## src/rtl/wb_pkg.sv

```systemverilog
`default_nettype none
// ============================================================================
// Module      : wb_pkg
// Description : Shared types and grant encodings for the Wishbone arbiter.
// Revision    : 1.0 - initial release
// ============================================================================
package wb_pkg;

    typedef enum logic [1:0] {
        IDLE = 2'd0,
        BUSY = 2'd1,
        GAP  = 2'd2
    } state_t;

    localparam logic [1:0] GNT_NONE = 2'b00;
    localparam logic [1:0] GNT_M0   = 2'b01;
    localparam logic [1:0] GNT_M1   = 2'b10;

endpackage : wb_pkg
`default_nettype wire

```

## src/rtl/wb_tmo_cnt.sv

```systemverilog
`default_nettype none
// ============================================================================
// Module      : wb_tmo_cnt
// Description : Transaction age counter with synchronous clear and expiry flag.
// Revision    : 1.0 - initial release
// ============================================================================
module wb_tmo_cnt #(
    parameter int TMO_W   = 10,
    parameter int TMO_CYC = 1023
) (
    input  logic wbm_clk_i,
    input  logic wbm_rst_n,
    input  logic i_clr,
    input  logic i_en,
    output logic o_expire
);

    localparam logic [TMO_W-1:0] c_LIMIT = TMO_W'(TMO_CYC);

    logic [TMO_W-1:0] r_cnt;

    always_ff @(posedge wbm_clk_i or negedge wbm_rst_n) begin
        if (!wbm_rst_n) begin
            r_cnt <= '0;
        end else if (i_clr) begin
            r_cnt <= '0;
        end else if (i_en) begin
            r_cnt <= r_cnt + 1'b1;
        end
    end

    // Expiry is only meaningful while counting; the limit never exceeds the range.
    assign o_expire = i_en && (r_cnt == c_LIMIT);

endmodule : wb_tmo_cnt
`default_nettype wire

```

## src/rtl/wbm_arb2.sv

```systemverilog
`default_nettype none
// ============================================================================
// Module      : wbm_arb2
// Description : Two-master round-robin Wishbone arbiter with access timeout.
// Revision    : 1.0 - initial release
// ============================================================================
module wbm_arb2
    import wb_pkg::*;
#(
    parameter int AW      = 32,
    parameter int DW      = 32,
    parameter int BW      = 4,
    parameter int TMO_W   = 10,
    parameter int TMO_CYC = 1023
) (
    input  logic          wbm_clk_i,
    input  logic          wbm_rst_n,
    input  logic          m0_cyc_i,
    input  logic          m0_stb_i,
    input  logic          m0_we_i,
    input  logic [AW-1:0] m0_adr_i,
    input  logic [DW-1:0] m0_dat_i,
    input  logic [BW-1:0] m0_sel_i,
    output logic [DW-1:0] m0_dat_o,
    output logic          m0_ack_o,
    output logic          m0_err_o,
    input  logic          m1_cyc_i,
    input  logic          m1_stb_i,
    input  logic          m1_we_i,
    input  logic [AW-1:0] m1_adr_i,
    input  logic [DW-1:0] m1_dat_i,
    input  logic [BW-1:0] m1_sel_i,
    output logic [DW-1:0] m1_dat_o,
    output logic          m1_ack_o,
    output logic          m1_err_o,
    output logic          wbd_cyc_o,
    output logic          wbd_stb_o,
    output logic          wbd_we_o,
    output logic [AW-1:0] wbd_adr_o,
    output logic [DW-1:0] wbd_dat_o,
    output logic [BW-1:0] wbd_sel_o,
    input  logic [DW-1:0] wbd_dat_i,
    input  logic          wbd_ack_i,
    input  logic          wbd_err_i,
    output logic [1:0]    gnt_o,
    output logic          tmo_pulse_o
);

    state_t     r_state;
    state_t     w_state_nxt;
    logic [1:0] r_gnt;
    logic [1:0] w_gnt_nxt;
    logic       r_last;        // 1 when master1 owned the last transfer
    logic       w_last_nxt;

    logic w_req0;
    logic w_req1;
    logic w_busy;
    logic w_sel_m1;
    logic w_own_req;
    logic w_abort;
    logic w_resp;
    logic w_expire;
    logic w_tmo;

    assign w_req0    = m0_cyc_i & m0_stb_i;
    assign w_req1    = m1_cyc_i & m1_stb_i;
    assign w_busy    = (r_state == BUSY);
    assign w_sel_m1  = r_gnt[1];
    assign w_own_req = w_sel_m1 ? w_req1 : w_req0;

    // A withdrawn request ends the access silently, even if a response races it.
    assign w_abort = w_busy & ~w_own_req;
    assign w_resp  = w_busy & w_own_req & (wbd_ack_i | wbd_err_i);
    assign w_tmo   = w_busy & w_own_req & ~(wbd_ack_i | wbd_err_i) & w_expire;

    wb_tmo_cnt #(
        .TMO_W   (TMO_W),
        .TMO_CYC (TMO_CYC)
    ) u_tmo (
        .wbm_clk_i (wbm_clk_i),
        .wbm_rst_n (wbm_rst_n),
        .i_clr     (~w_busy),
        .i_en      (w_busy),
        .o_expire  (w_expire)
    );

    always_ff @(posedge wbm_clk_i or negedge wbm_rst_n) begin
        if (!wbm_rst_n) begin
            r_state <= IDLE;
            r_gnt   <= GNT_NONE;
            r_last  <= 1'b1;
        end else begin
            r_state <= w_state_nxt;
            r_gnt   <= w_gnt_nxt;
            r_last  <= w_last_nxt;
        end
    end

    always_comb begin
        w_state_nxt = r_state;
        w_gnt_nxt   = r_gnt;
        w_last_nxt  = r_last;
        case (r_state)
            IDLE: begin
                if (w_req0 | w_req1) begin
                    w_state_nxt = BUSY;
                    if (w_req0 & w_req1) begin
                        w_gnt_nxt = r_last ? GNT_M0 : GNT_M1;
                    end else begin
                        w_gnt_nxt = w_req0 ? GNT_M0 : GNT_M1;
                    end
                end
            end
            BUSY: begin
                if (w_abort | w_resp | w_tmo) begin
                    w_state_nxt = GAP;
                    w_gnt_nxt   = GNT_NONE;
                    w_last_nxt  = w_sel_m1;
                end
            end
            GAP: begin
                w_state_nxt = IDLE;
                w_gnt_nxt   = GNT_NONE;
            end
            default: begin
                w_state_nxt = IDLE;
                w_gnt_nxt   = GNT_NONE;
            end
        endcase
    end

    always_comb begin
        wbd_cyc_o   = w_busy;
        wbd_stb_o   = w_busy;
        wbd_we_o    = 1'b0;
        wbd_adr_o   = '0;
        wbd_dat_o   = '0;
        wbd_sel_o   = '0;
        m0_ack_o    = 1'b0;
        m0_err_o    = 1'b0;
        m0_dat_o    = '0;
        m1_ack_o    = 1'b0;
        m1_err_o    = 1'b0;
        m1_dat_o    = '0;
        tmo_pulse_o = w_tmo;
        if (w_busy) begin
            wbd_we_o  = w_sel_m1 ? m1_we_i  : m0_we_i;
            wbd_adr_o = w_sel_m1 ? m1_adr_i : m0_adr_i;
            wbd_dat_o = w_sel_m1 ? m1_dat_i : m0_dat_i;
            wbd_sel_o = w_sel_m1 ? m1_sel_i : m0_sel_i;
        end
        if (w_sel_m1) begin
            m1_ack_o = w_resp & wbd_ack_i;
            m1_err_o = (w_resp & wbd_err_i) | w_tmo;
            m1_dat_o = w_resp ? wbd_dat_i : '0;
        end else begin
            m0_ack_o = w_resp & wbd_ack_i;
            m0_err_o = (w_resp & wbd_err_i) | w_tmo;
            m0_dat_o = w_resp ? wbd_dat_i : '0;
        end
    end

    assign gnt_o = r_gnt;

endmodule : wbm_arb2
`default_nettype wire
```

## config.mk

```make
export PLATFORM = sky130hd
export DESIGN_NAME = wbm_arb2
export DESIGN_NICKNAME = d
export VERILOG_FILES = /design/src/rtl/wb_pkg.sv /design/src/rtl/wb_tmo_cnt.sv /design/src/rtl/wbm_arb2.sv
export SDC_FILE = /design/constraint.sdc
export NUM_CORES = 1
export LEC_CHECK = 0
export CELL_PAD_IN_SITES_DETAIL_PLACEMENT = 1
export CELL_PAD_IN_SITES_GLOBAL_PLACEMENT = 2
export CORE_UTILIZATION = 10
export DETAILED_ROUTE_END_ITERATION = 10
export PLACE_DENSITY = 0.91
export SYNTH_ARGS = -nofsm -noshare
export SYNTH_HDL_FRONTEND = slang
export SYNTH_SLANG_ARGS = --single-unit
```

## constraint.sdc

```tcl
create_clock -name wbm_clk_i -period 1.6 [get_ports wbm_clk_i]
set_input_delay 0.16 -clock wbm_clk_i [delete_from_list [all_inputs] [get_ports wbm_clk_i]]
set_output_delay 0.16 -clock wbm_clk_i [all_outputs]
set_load 0.01 [all_outputs]
```

Word-level counts from Yosys, hierarchy flattened
Index checks and enable logic that the tools add are counted.

Register bits: 15. Output and inout bits: 142. Logic and storage cells: 56. Bits of input ports: 178.

Add/subtract/negate cells: 1. Bitwise operators: 17. Reduce and logical (&&, ||, !) cells: 4. Multiplexer cells: 26. Equality and inequality tests: 4.

Operators with widths (count): $mux 32 (7); $mux 2 (7); $add 10x1->10 const B (1); $and 1x1->1 (10); $eq 10x10->1 const B (1); $mux 10 (1); $mux 4 (2); $pmux 2 s2 (2); $mux 1 (7); $or 1x1->1 (5); $ne 2x2->1 const B (2); $reduce_and 2->1 (2); $eq 2x1->1 const B (1); $logic_not 2->1 (1); $not 1->1 (2); $logic_and 1x1->1 (1).

Logic depth before layout (Yosys ltp)
Word-level depth: 8. Depth in mapped cells: 7.

Cells and area by module
From an unflattened synthesis, not the netlist that was laid out.

Cell total of the unflattened synthesis: 351. Area, all modules: 2334.7 um^2.

By module, submodules not included: wbm_arb2 (times used 1, area each 1825.5 um^2, seq. area each 126.4 um^2, cells an instance 301); wb_tmo_cnt (times used 1, area each 509.2 um^2, seq. area each 250.2 um^2, cells an instance 50).

Worst setup path after synthesis
Ideal clock, no wire load.

Path type: flip-flop to output port. From: register r_gnt[1], in the netlist gnt_o[1]. To: output tmo_pulse_o. Data required time: 1.440 ns. Setup slack: 0.033 ns. Arrival time: 1.407 ns. Stages on the path, launching flop included: 5. Cells stage by stage: dfrtp_1 > buf_2 > o21ai_0 > nand2_1 > nor4_1.

Longest elaborated chain between the ends: 4.

RTL lines: from (decl) (RTL line wbm_arb2.sv:51) `logic [1:0] r_gnt;`; from (signal assigned) (RTL line wbm_arb2.sv:95) `r_gnt <= w_gnt_nxt;`; $mux 1 (RTL line wbm_arb2.sv:70) `assign w_own_req = w_sel_m1 ? w_req1 : w_req0;`; $and 1x1->1 (3 in series) (RTL line wbm_arb2.sv:75) `assign w_tmo = w_busy & w_own_req & ~(wbd_ack_i | wbd_err_i) & w_expire;`; to (decl) (RTL line wbm_arb2.sv:46) `output logic tmo_pulse_o`.

No other way between the ends.

Final worst setup path
From: register r_state[1]. To: output m0_dat_o[0].

Longest elaborated chain between the ends: 5.

RTL lines: from (decl) (RTL line wbm_arb2.sv:49) `state_t r_state;`; from (signal assigned) (RTL line wbm_arb2.sv:94) `r_state <= w_state_nxt;`; $eq 2x1->1 (RTL line wbm_arb2.sv:68) `assign w_busy = (r_state == BUSY);`; $and 1x1->1 (2 in series) (RTL line wbm_arb2.sv:74) `assign w_resp = w_busy & w_own_req & (wbd_ack_i | wbd_err_i);`; $mux 32 (RTL line wbm_arb2.sv:160) `m0_dat_o = w_resp ? wbd_dat_i : '0;`; $mux 32 (RTL line wbm_arb2.sv:153) `if (w_sel_m1) begin`; to (decl) (RTL line wbm_arb2.sv:24) `output logic [DW-1:0] m0_dat_o,`.

No other way between the ends.

==> impl_metrics.ini <==
[status]
status = finished with violations
violations = setup timing

[final_layout]
layout-drive-gt1-share_pct = 43.87
n_antenna_cell = 0
nets = 873
area_growth_pct = 189.5
finalNonFillerCells = 973

[synthesis]
synth_top_cell_by_area = mux2i_1
synth_top_area_share_pct = 30.30
mappedNetlistNets = 488
synth_seq_cells = 15
netlist_top_cells_count = nor2_1, mux2i_1, and2_1, buf_2, dfrtp_1
synth_cells = 309
yosys_most_used_dff = dfrtp_1
yosysWarnings = 0
seq_area_frac_synth_pct = 16.52
avgSynthCellArea_um2 = 7.378
synth_edf_count = 0
synth.cell_area_mm2 = 0.002280
yosysUniqueCellTypes = 35
synth-async-reset-ratio_pct = 100.0
synthTopCellsByArea = mux2i_1, and2_1, dfrtp_1, nor2_1, buf_2
synth_most_common_cell = nor2_1

[power_and_ir_drop]
power_density_mw_per_mm2 = 999.1
leakage_uw = 0.003055
worst_ir_drop_vdd_mv = 0.4344

[grt]
grt_overflow_total = 0
track_usage_pct = 11.07
grt_pass1_vias = 3823
grt_max_degree = 36
grt_pass1_wl_um = 20470
grt_antenna_before_repair = 0

[timing]
final.setup.tns_ns = -18.09
worst_pin_slew_ns = 0.3639
finClkSkew_ns = 0.004207
min_period_over_period_pct = 117.6
max_slew_margin_pct = 75.51
slew_violations = 0
min_period_ns = 1.881
rsz0062_at_grt = yes
max_freq_ghz = 0.5315
finalSetupViolCount = 135
hold_viol = 0
fin_ws_ns = -0.2814

[route]
firstDrtPassIters = 4
dr_wl_met3_um = 1253
wl_per_cell_um = 15.61
topRoutingLayerUsed = met4
route.vias.total = 3711
drtIter0Drc = 61
drt-vias-per-instance = 3.814
totalWireLength_um = 15190
wl_met1_um = 5526
drc = 0
ant_nets = 0
met2_length_um = 8239

[die]
start_util_pct = 10.32
core_mm2 = 0.02209
die_x_um = 153.0
die_y_um = 153.0
num_rows = 54
die_area_mm2 = 0.02340
io_pins = 320

[placed_design]
placed_cells = 922
place.gp.congestion = 0.7473
hpwl_um = 11290
port_buffers = 319

[job]
cap_violations = 0

[cts]
insertion_delay_ns = 0.24
ctsHtreeMaxLevel = 1
postCtsHoldBufs = 0
cts_tree = done
ctsLongestPathBuffers = 2
numCtsBuffers = 3
cts.clk_slew.worst_paths_ns = 0.05
cts.root.buffer_cell = clkbuf_16
numClockSinks = 15

[setup_path]
critical_path.endpoint_type = output port
crit_type = reg2out
critical_path.startpoint_type = flip-flop
cp_data_required_time_ns = 1.44
critPathMaxFanout = 8
arrival_ns = 1.72

[worst_hold_path]
hold_class = in2async
critical path, cell delays in order, from the launching register on:
cell and delay [ns]:
dfrtp_1 0.37, nand2b_4 0.17, nor4_4 0.34, buf_4 0.20, clkbuf_16 0.16, and2_4 0.14, buf_6 0.09
per-layer routing:
metal | vias up | track usage (%)
li1 | 1784 | -
met4 | 0 | 1.635
met5 | - | 0
met3 | 12 | 3.261
met1 | 1689 | 11.08
met2 | 226 | 22.52
layout by cell type (no fill, tap or decap), drive strengths merged, types with 2 or more instances in the layout:
cell           netlist  routed
buf                 17     193
dfrtp               14      14
nand3                5       5
clkdlybuf4s50        0     176
nor2                83      83
o211ai               3       3
and3                 2       2
nor4                 3       3
xnor2                3       3
o21ai                2       2
nand4                2       2
clkbuf               8      34
nor3                 3       3
nand2               13      13
inv                  1       2
mux2i               69      69
dlymetal6s2s         0       4
xor2                 4       4
and2                65      65
cell families (layout without fill, tap and decap cells):
kind of cell             count (synthesis)  count (layout)  synth area share, %
AO/OA/AOI/OAI                            9               9                2.964
XOR/XNOR                                 7               7                2.689
adder cells (fa/ha/maj)                  1               1               0.5488
buffers and inverters                   27             411                6.092
flip-flops                              15              15                16.52
multiplexers                            70              70                30.79
AND/OR/NAND/NOR                        180             180                40.40
sequential cells by signal (all words and copies together), names as in the netlist:
register and cells:
gnt_o 2, r_last 1, r_state 2, u_tmo.r_cnt 10
worst paths after layout:
check / start / to / slack, ns / cells past startpoint
worst max-delay path: r_state[1] / m0_dat_o[0] / -0.28 / 6
worst min-delay path: wbm_rst_n / u_tmo.r_cnt[0] / 0.24 / 2
worst max register to register: u_tmo.r_cnt[0] / r_last / 0.01 / 6
worst min register to register: gnt_o[0] / gnt_o[0] / 0.56 / 2
max in group asynchronous: wbm_rst_n / r_last / 1.11 / 2
min in group wbm_clk_i: gnt_o[0] / gnt_o[0] / 0.56 / 2
power breakdown:
| part | switching [uW] | total [uW] | internal [uW] |
|---|---|---|---|
| Combinational | 2500 | 5560 | 3060 |
| Clock | 153 | 486 | 334 |
| Sequential | 83.9 | 547 | 464 |
| Total | 2740 | 6590 | 3860 |
cell type report:
class / instances / area, um2
fill: 2607 / 15490
multi-input combinational: 267 / 2062
tap: 280 / 350.3
sequential: 15 / 380.4
clock buffer: 3 / 75.07
timing repair buffer: 405 / 3716
inverter: 2 / 10.01
clock inverter: 1 / 5.005
per-stage QoR:
stage	util (%)	instance area [um2]	total power, uW	setup WS, ns	hold WS [ns]
global route	29.87	6599	6998	-0.3550	0.2766
CTS	28.03	6193	5750	-0.5165	0.2470
global placement	27.54	6085	5211	-0.5970	0.5016
finish	29.87	6599	6593	-0.2814	0.2359
floorplan	-	2280	2615	0.03317	-0.1356
detailed placement	27.54	6085	5254	-0.7782	0.5072
timing repair:
item	CTS	global route
gates cloned	1	7
setup endpoints to repair	143	144
gates resized for setup	241	395
pin swaps	7	37
setup buffers	13	30
Note: power is estimated with default switching activity, not from simulation.
